===== config.mk =====
export PLATFORM = sky130hd
export DESIGN_NAME = sync_fifo_param
export DESIGN_NICKNAME = d
export VERILOG_FILES = /design/src/rtl/sync_fifo_param.sv
export SDC_FILE = /design/constraint.sdc
export NUM_CORES = 1
export LEC_CHECK = 0
export ABC_AREA = 1
export BUFFER_PORTS_ARGS = -buffer_cell sky130_fd_sc_hd__buf_2
export CAP_MARGIN = 20
export CORE_MARGIN = 5
export CORE_UTILIZATION = 35
export CTS_BUF_LIST = sky130_fd_sc_hd__clkbuf_4
export DETAILED_ROUTE_END_ITERATION = 8
export GPL_TIMING_DRIVEN = 1
export SETUP_SLACK_MARGIN = 0.1
export SLEW_MARGIN = 0
export SYNTH_ARGS = -nofsm -noshare
export SYNTH_HDL_FRONTEND = slang
export SYNTH_SLANG_ARGS = --single-unit

===== constraint.sdc =====
create_clock -name clk -period 2.7 [get_ports clk]
set_input_delay 0.135 -clock clk [delete_from_list [all_inputs] [get_ports clk]]
set_output_delay 0.135 -clock clk [all_outputs]
set_load 0.05 [all_outputs]

===== src/rtl/sync_fifo_param.sv =====
// Parametrised single-clock show-ahead FIFO for the pixel line buffer.
// Status and count come straight from the registered wrap-bit pointers.
module sync_fifo_param #(
  parameter int DATA_W    = 8,
  parameter int DEPTH     = 16,
  parameter int AF_THRESH = 14,
  parameter int AE_THRESH = 2,
  localparam int AW       = $clog2(DEPTH)
) (
  input  logic              clk,
  input  logic              rst_n,
  input  logic              wr,
  input  logic [DATA_W-1:0] data_in,
  input  logic              rd,
  output logic [DATA_W-1:0] data_out,
  output logic              fifo_full,
  output logic              fifo_empty,
  output logic              almost_full,
  output logic              almost_empty,
  output logic [AW:0]       count,
  output logic              overflow,
  output logic              underflow,
  input  logic              clr_err
);

  localparam logic [AW:0] AF_LVL = (AW+1)'(AF_THRESH);
  localparam logic [AW:0] AE_LVL = (AW+1)'(AE_THRESH);

  logic [DATA_W-1:0] mem [DEPTH];
  logic [AW:0]       wptr;
  logic [AW:0]       rptr;
  logic              rd_en;
  logic              wr_en;

  assign fifo_empty = (wptr == rptr);
  assign fifo_full  = (wptr[AW] != rptr[AW]) &&
                      (wptr[AW-1:0] == rptr[AW-1:0]);
  assign count        = wptr - rptr;
  assign almost_full  = (count >= AF_LVL);
  assign almost_empty = (count <= AE_LVL);
  assign data_out     = fifo_empty ? '0 : mem[rptr[AW-1:0]];

  // A full FIFO still takes a write when the head is popped the same cycle
  assign rd_en = rd & ~fifo_empty;
  assign wr_en = wr & (~fifo_full | rd_en);

  always_ff @(posedge clk) begin
    if (rst_n && wr_en)
      mem[wptr[AW-1:0]] <= data_in;
  end

  always_ff @(posedge clk) begin
    if (!rst_n) begin
      wptr      <= '0;
      rptr      <= '0;
      overflow  <= 1'b0;
      underflow <= 1'b0;
    end else begin
      if (wr_en)
        wptr <= wptr + 1'b1;
      if (rd_en)
        rptr <= rptr + 1'b1;
      // A new error event wins over a clear in the same cycle
      if (wr && !wr_en)
        overflow <= 1'b1;
      else if (clr_err)
        overflow <= 1'b0;
      if (rd && !rd_en)
        underflow <= 1'b1;
      else if (clr_err)
        underflow <= 1'b0;
    end
  end

endmodule


Word-level counts from Yosys, hierarchy flattened
Memory sizes are Yosys's and may differ from the RTL's. A register that Yosys moved wholly into a read port is not among the register bits.
Cells that the tools add are included.
W data, S select, Z words.
{"block": "word_totals", "output_inout_bits": 19, "wordCells": 34, "register_bits": 12, "input_bits": 13, "mem_bits_rw": 128, "memories": 1}
{"block": "op_classes", "n_bitwise": 5, "n_lt_le_gt_ge": 2, "n_addsub": 3, "n_reduce_logical": 8, "n_mux": 8, "eq_ne": 3}
{"memory": "mem", "words": 16, "width": 8, "read_ports": 1, "rd_ports_with_merged_regs": 1, "write_ports": 1, "line_no": "29", "rtl": "logic [DATA_W-1:0] mem [DEPTH];"}
{"op": "$add A5 B1 Y5 const B", "n": 2}
{"op": "$mux W4", "n": 2}
{"op": "$mux W8", "n": 1}
{"op": "$eq A5 B5 Y1", "n": 1}
{"op": "$ge A5 B4 Y1 const B", "n": 1}
{"op": "$le A5 B2 Y1 const B", "n": 1}
{"op": "$mux W1", "n": 5}
{"op": "$sub A5 B5 Y5", "n": 1}
{"op": "$eq A4 B4 Y1", "n": 1}
{"op": "$logic_and A1 B1 Y1", "n": 4}
{"op": "$reduce_bool A2 Y1", "n": 2}
{"op": "$and A1 B1 Y1", "n": 2}
{"op": "$logic_not A1 Y1", "n": 2}
{"op": "$not A1 Y1", "n": 2}
{"op": "$ne A1 B1 Y1", "n": 1}
{"op": "$or A1 B1 Y1", "n": 1}

Longest topological paths before layout
{"block": "depth", "ltp_word": 8, "ltp_mapped": 10, "ltp_nobuf": 10}

Worst setup path after synthesis
Ideal clock, no wire load.
{"block": "synth_timing", "kind": "register to output", "startpoint": "register wptr[0]", "endpoint": "output almost_full", "setup_slack_ns": -0.182, "n_path_buf": 0, "path_stages_with_launch": 8, "arrival_time_ns": 2.747, "required_time_ns": 2.565, "path_cell_list": "dfxtp_1 -> inv_1 -> ha_1 -> inv_1 -> fa_1 -> xor2_1 -> nand2_1 -> o21bai_1"}
{"block": "synth_via", "elab_chain_len": 2}
{"element": "start, declared", "line_no": "30", "rtl": "logic [AW:0] wptr;"}
{"element": "start signal, assigned", "line_no": "60", "rtl": "wptr <= wptr + 1'b1;"}
{"element": "$sub A5 B5 Y5", "line_no": "38", "rtl": "assign count = wptr - rptr;"}
{"element": "named net count[2]", "line_no": "20", "rtl": "output logic [AW:0] count,"}
{"element": "$ge A5 B4 Y1", "line_no": "39", "rtl": "assign almost_full = (count >= AF_LVL);"}
{"element": "end, declared", "line_no": "18", "rtl": "output logic almost_full,"}
The timed path passes the listed nets, and every way through them passes these cells.

Worst setup path in the final report
{"block": "layout_timing", "startpoint": "register wptr[3]", "endpoint": "memory mem[12][5] (enable)"}
{"block": "layout_via", "elab_chain_len": 8, "word_cells_on_any_way": 11, "classes_between": "eq/ne: 2; mux: 2; bitwise: 5; reduce/logical: 2"}
{"element": "$eq A5 B5 Y1 or $eq A4 B4 Y1 (tied branches)", "line_no": "35, 37"}
{"element": "$not A1 Y1 or $logic_and A1 B1 Y1 (tied branches)", "line_no": "44, 36"}
{"element": "$and A1 B1 Y1 or $not A1 Y1 (tied branches)", "line_no": "44, 45"}
{"element": "$or A1 B1 Y1", "line_no": "45", "rtl": "assign wr_en = wr & (~fifo_full | rd_en);"}
{"element": "$and A1 B1 Y1", "line_no": "45"}
{"element": "$logic_and A1 B1 Y1", "line_no": "48", "rtl": "if (rst_n && wr_en)"}
{"element": "$mux W1", "line_no": "48"}
{"element": "$mux W1 (implied by the code)", "line_no": "49", "rtl": "mem[wptr[AW-1:0]] <= data_in;"}
{"element": "end, declared", "line_no": "29"}
Parallel ways exist; a longest one is shown, timed or not.

==> reports/metrics.csv <==
stage,metric,value,unit
timing,minimum clock period,2.47,ns
critical_path,Critical Path RT,2.88,ns
synthesis,post-synthesis sequential element count,144,
finish,share of cells above drive strength 1,17.6,%
timing,Worst Clk Skew,0.0175,ns
synthesis,sequential-to-total area share from yosys stat,67.4,%
min_path,worst hold path depth,5,
critical_path,Setup Crit Path Kind,flop to flop,
power,worst vdd ir,534,µV
global_routing,vias in the first global route,4301,
critical_path,critical path startpoint category,flop,
synthesis,warning count from the yosys run,0,
synthesis,cell area after synthesis,6180,µm²
clock_tree,root buf cell,clkbuf_4,
critical_path,reg2reg start,wptr[3],
clock_tree,CTS tree,done,
finish,Area Overhead vs Synth,17.2,%
placed_design,GP Congestion,0.817,
floorplanning,Cell Rows,48,
placed_design,Placed Instances,822,
timing,Final Hold Viols,0,
floorplanning,die width,143,µm
min_path,HP Start,clr_err,
timing,slew margin rel.,54.5,%
placed_design,port bufs,31,
clock_tree,H-tree Lvls,4,
clock_tree,clk sinks,144,
floorplanning,# IOs,32,
floorplanning,Initial Utilization,35.7,%
routing,vias per cell,4.99,
floorplanning,Die ar.,20400,µm²
critical_path,CP max FO,10,
synthesis,post-synth cell types,29,
timing,max frequency,405,MHz
synthesis,Synth area leaders,"edfxtp_1, nand2_1, nand3_1, dfxtp_1, ha_1",
floorplanning,die height,143,µm
synthesis,main flop type after synthesis,edfxtp_1,
critical_path,FF-to-FF path depth,8,
placed_design,dpl hpwl,9600,µm
timing,Final Cycle Share,91.3,%
routing,via count,4370,
critical_path,Crit. End Element,flop,
routing,DR pass1 iterations,5,
finish,final non-filler cell total,875,
clock_tree,Worst-path clk slew,0.12,ns
global_routing,Congestion Overflow GR,0,
global_routing,first-pass GRT wire length,23300,µm
global_routing,initial antenna violation count,1,
routing,drt wl/cell,17.0,µm
clock_tree,CTS max path bufs,2,
finish,# fillers,1648,
synthesis,post-synthesis async set-or-reset flop share,0,%
timing,worst slew pin tran,0.681,ns
routing,residual DRC count,0,
timing,setup_tns,0,ns
critical_path,Crit. Startpoint,wptr[3],
timing,final setup violation count,0,
floorplanning,Core Region,17300,µm²
critical_path,Critical Path AT,2.64,ns
job,Max Cap Viol,0,
power,Leak,2.71,nW
synthesis,Post-Syn Nets,595,
finish,final net count,659,
run_status,status,"finished, final reports clean",
clock_tree,"Clk Latency, worst-skew pair",0.54,ns
routing,final wirelength,14900,µm
global_routing,all-layer global routing usage,15.2,%
timing,Final Max Tran Viols,0,
synthesis,"EDFF count, synth",128,
synthesis,top cell type by total area after synthesis,edfxtp_1,
min_path,Worst Hold Class,primary input to flop,
timing,RSZ-0062 raised after global routing,true,
power,PwrDens,713,nW/µm²
clock_tree,CTS Buf Count,17,
synthesis,top cell type's share of synthesized area,62.2,%
synthesis,Synth Area per Inst,10.8,µm²
synthesis,Mapped Cells,572,
routing,Routed Antenna Nets,0,
global_routing,pin count of the biggest net entering global routing,40,
routing,initial DRC count,330,
## synth_stat cells, drive strengths merged (2+ instances only)
cell type and number:
nand2 195, edfxtp 128, nand3 107, inv 24, nor2 22, a21oi 20, dfxtp 16, buf 14
clkbuf 12, ha 9, nor3 6, o21ai 5, xnor2 4, xor2 4, nand3b 2
## worst max-delay path, stage by stage, from the launching register on
cell     delay (ns)
dfxtp_1        0.52
ha_1           0.35
nand4_1        0.24
nor2_4         0.08
nand2_4        0.12
nand2_8        0.09
inv_4          0.09
nand2_4        0.07
nor2_1         0.54
## final timing paths
kind / end / slack, ns
setup / recovery: mem[12][5] / 0.23
hold / removal: underflow / 0.41
setup reg to reg: mem[12][5] / 0.23
hold reg to reg: underflow / 0.49
## repair_timing
item / in CTS / in global routing
buffers inserted: 2 / 3
pin swaps: 0 / 1
resized for setup: 7 / 16
gates cloned: 1 / 0
endpoints found under the setup margin: 11 / 20
endpoints found under the hold margin: 57 / 12
hold buffers: 13 / 1
## per-stage QoR
stage               worst slack, ns  hold slack, ns  instance area, µm²  util (%)  total power [mW]
floorplan                     0.101           0.234                6190         -              3.39
global placement              0.342           0.399                6680      38.6              3.68
detailed placement            0.232           0.414                6680      38.6              3.70
CTS                           0.110         0.00400                7150      41.3              5.15
global route                 0.0750           0.405                7240      41.8              5.42
finish                        0.234           0.412                7240      41.8              5.16
## cells by family (layout without fill, tap and decap cells)
group | count (synthesis) | count (layout) | share of synthesized area, %
fa+ha+maj | 10 | 10 | 2.15
xor+xnor | 8 | 8 | 1.26
other cells | 0 | 1 | 0
buf+inv | 50 | 127 | 3.34
simple gates | 334 | 334 | 23.6
compound gates | 26 | 26 | 2.21
flops | 144 | 144 | 67.4
## flip-flops by register name, summed over array words and instances (netlist names), named ones only
signal,count
mem,128
rptr,5
wptr,5
overflow,1
underflow,1
## cells in the final DEF, fill, tap and decap left out, types with 2 or more instances in the layout
cell / count
buf_12: 3
edfxtp_1: 128
nand3_1: 107
nor2_4: 2
nor2_1: 19
buf_4: 24
nand3b_1: 2
nand2_4: 2
ha_2: 2
inv_1: 19
dfxtp_4: 2
nor3_1: 6
xnor2_1: 3
dlygate4sd3_1: 14
nand2_1: 188
o21ai_0: 4
inv_4: 2
xor2_1: 2
a21oi_1: 19
bufinv_16: 3
ha_1: 7
dfxtp_2: 2
dfxtp_1: 12
clkinvlp_4: 6
buf_2: 27
nand2_2: 4
clkinv_2: 3
clkbuf_4: 22
xor2_2: 2
## power by group
group | total (mW) | internal (mW) | switching [mW]
combinational | 1.26 | 0.368 | 0.891
sequential | 2.49 | 2.45 | 0.0414
clock | 1.41 | 0.676 | 0.731
total | 5.16 | 3.50 | 1.66
## final cells by class
type	instances	area, µm²	share of cell area, %
antenna	1	2.50	0.0346
clock buffer	21	158	2.18
clock inverter	11	140	1.94
inverter	24	103	1.42
multi-input combinational	378	1840	25.4
sequential	144	4170	57.7
tap	225	282	3.89
timing repair buffer	70	534	7.38
timing repair inverter	1	7.51	0.104
## metal layers
metal  GRT usage (%)  vias up  wire length [µm]
met4            6.25        0               262
met2            26.0      132              7530
met1            18.4     2109              6360
li1                -     2105                 -
met5               0        -                 0
met3            3.85       24               758
(Power assumes the default switching activity.)
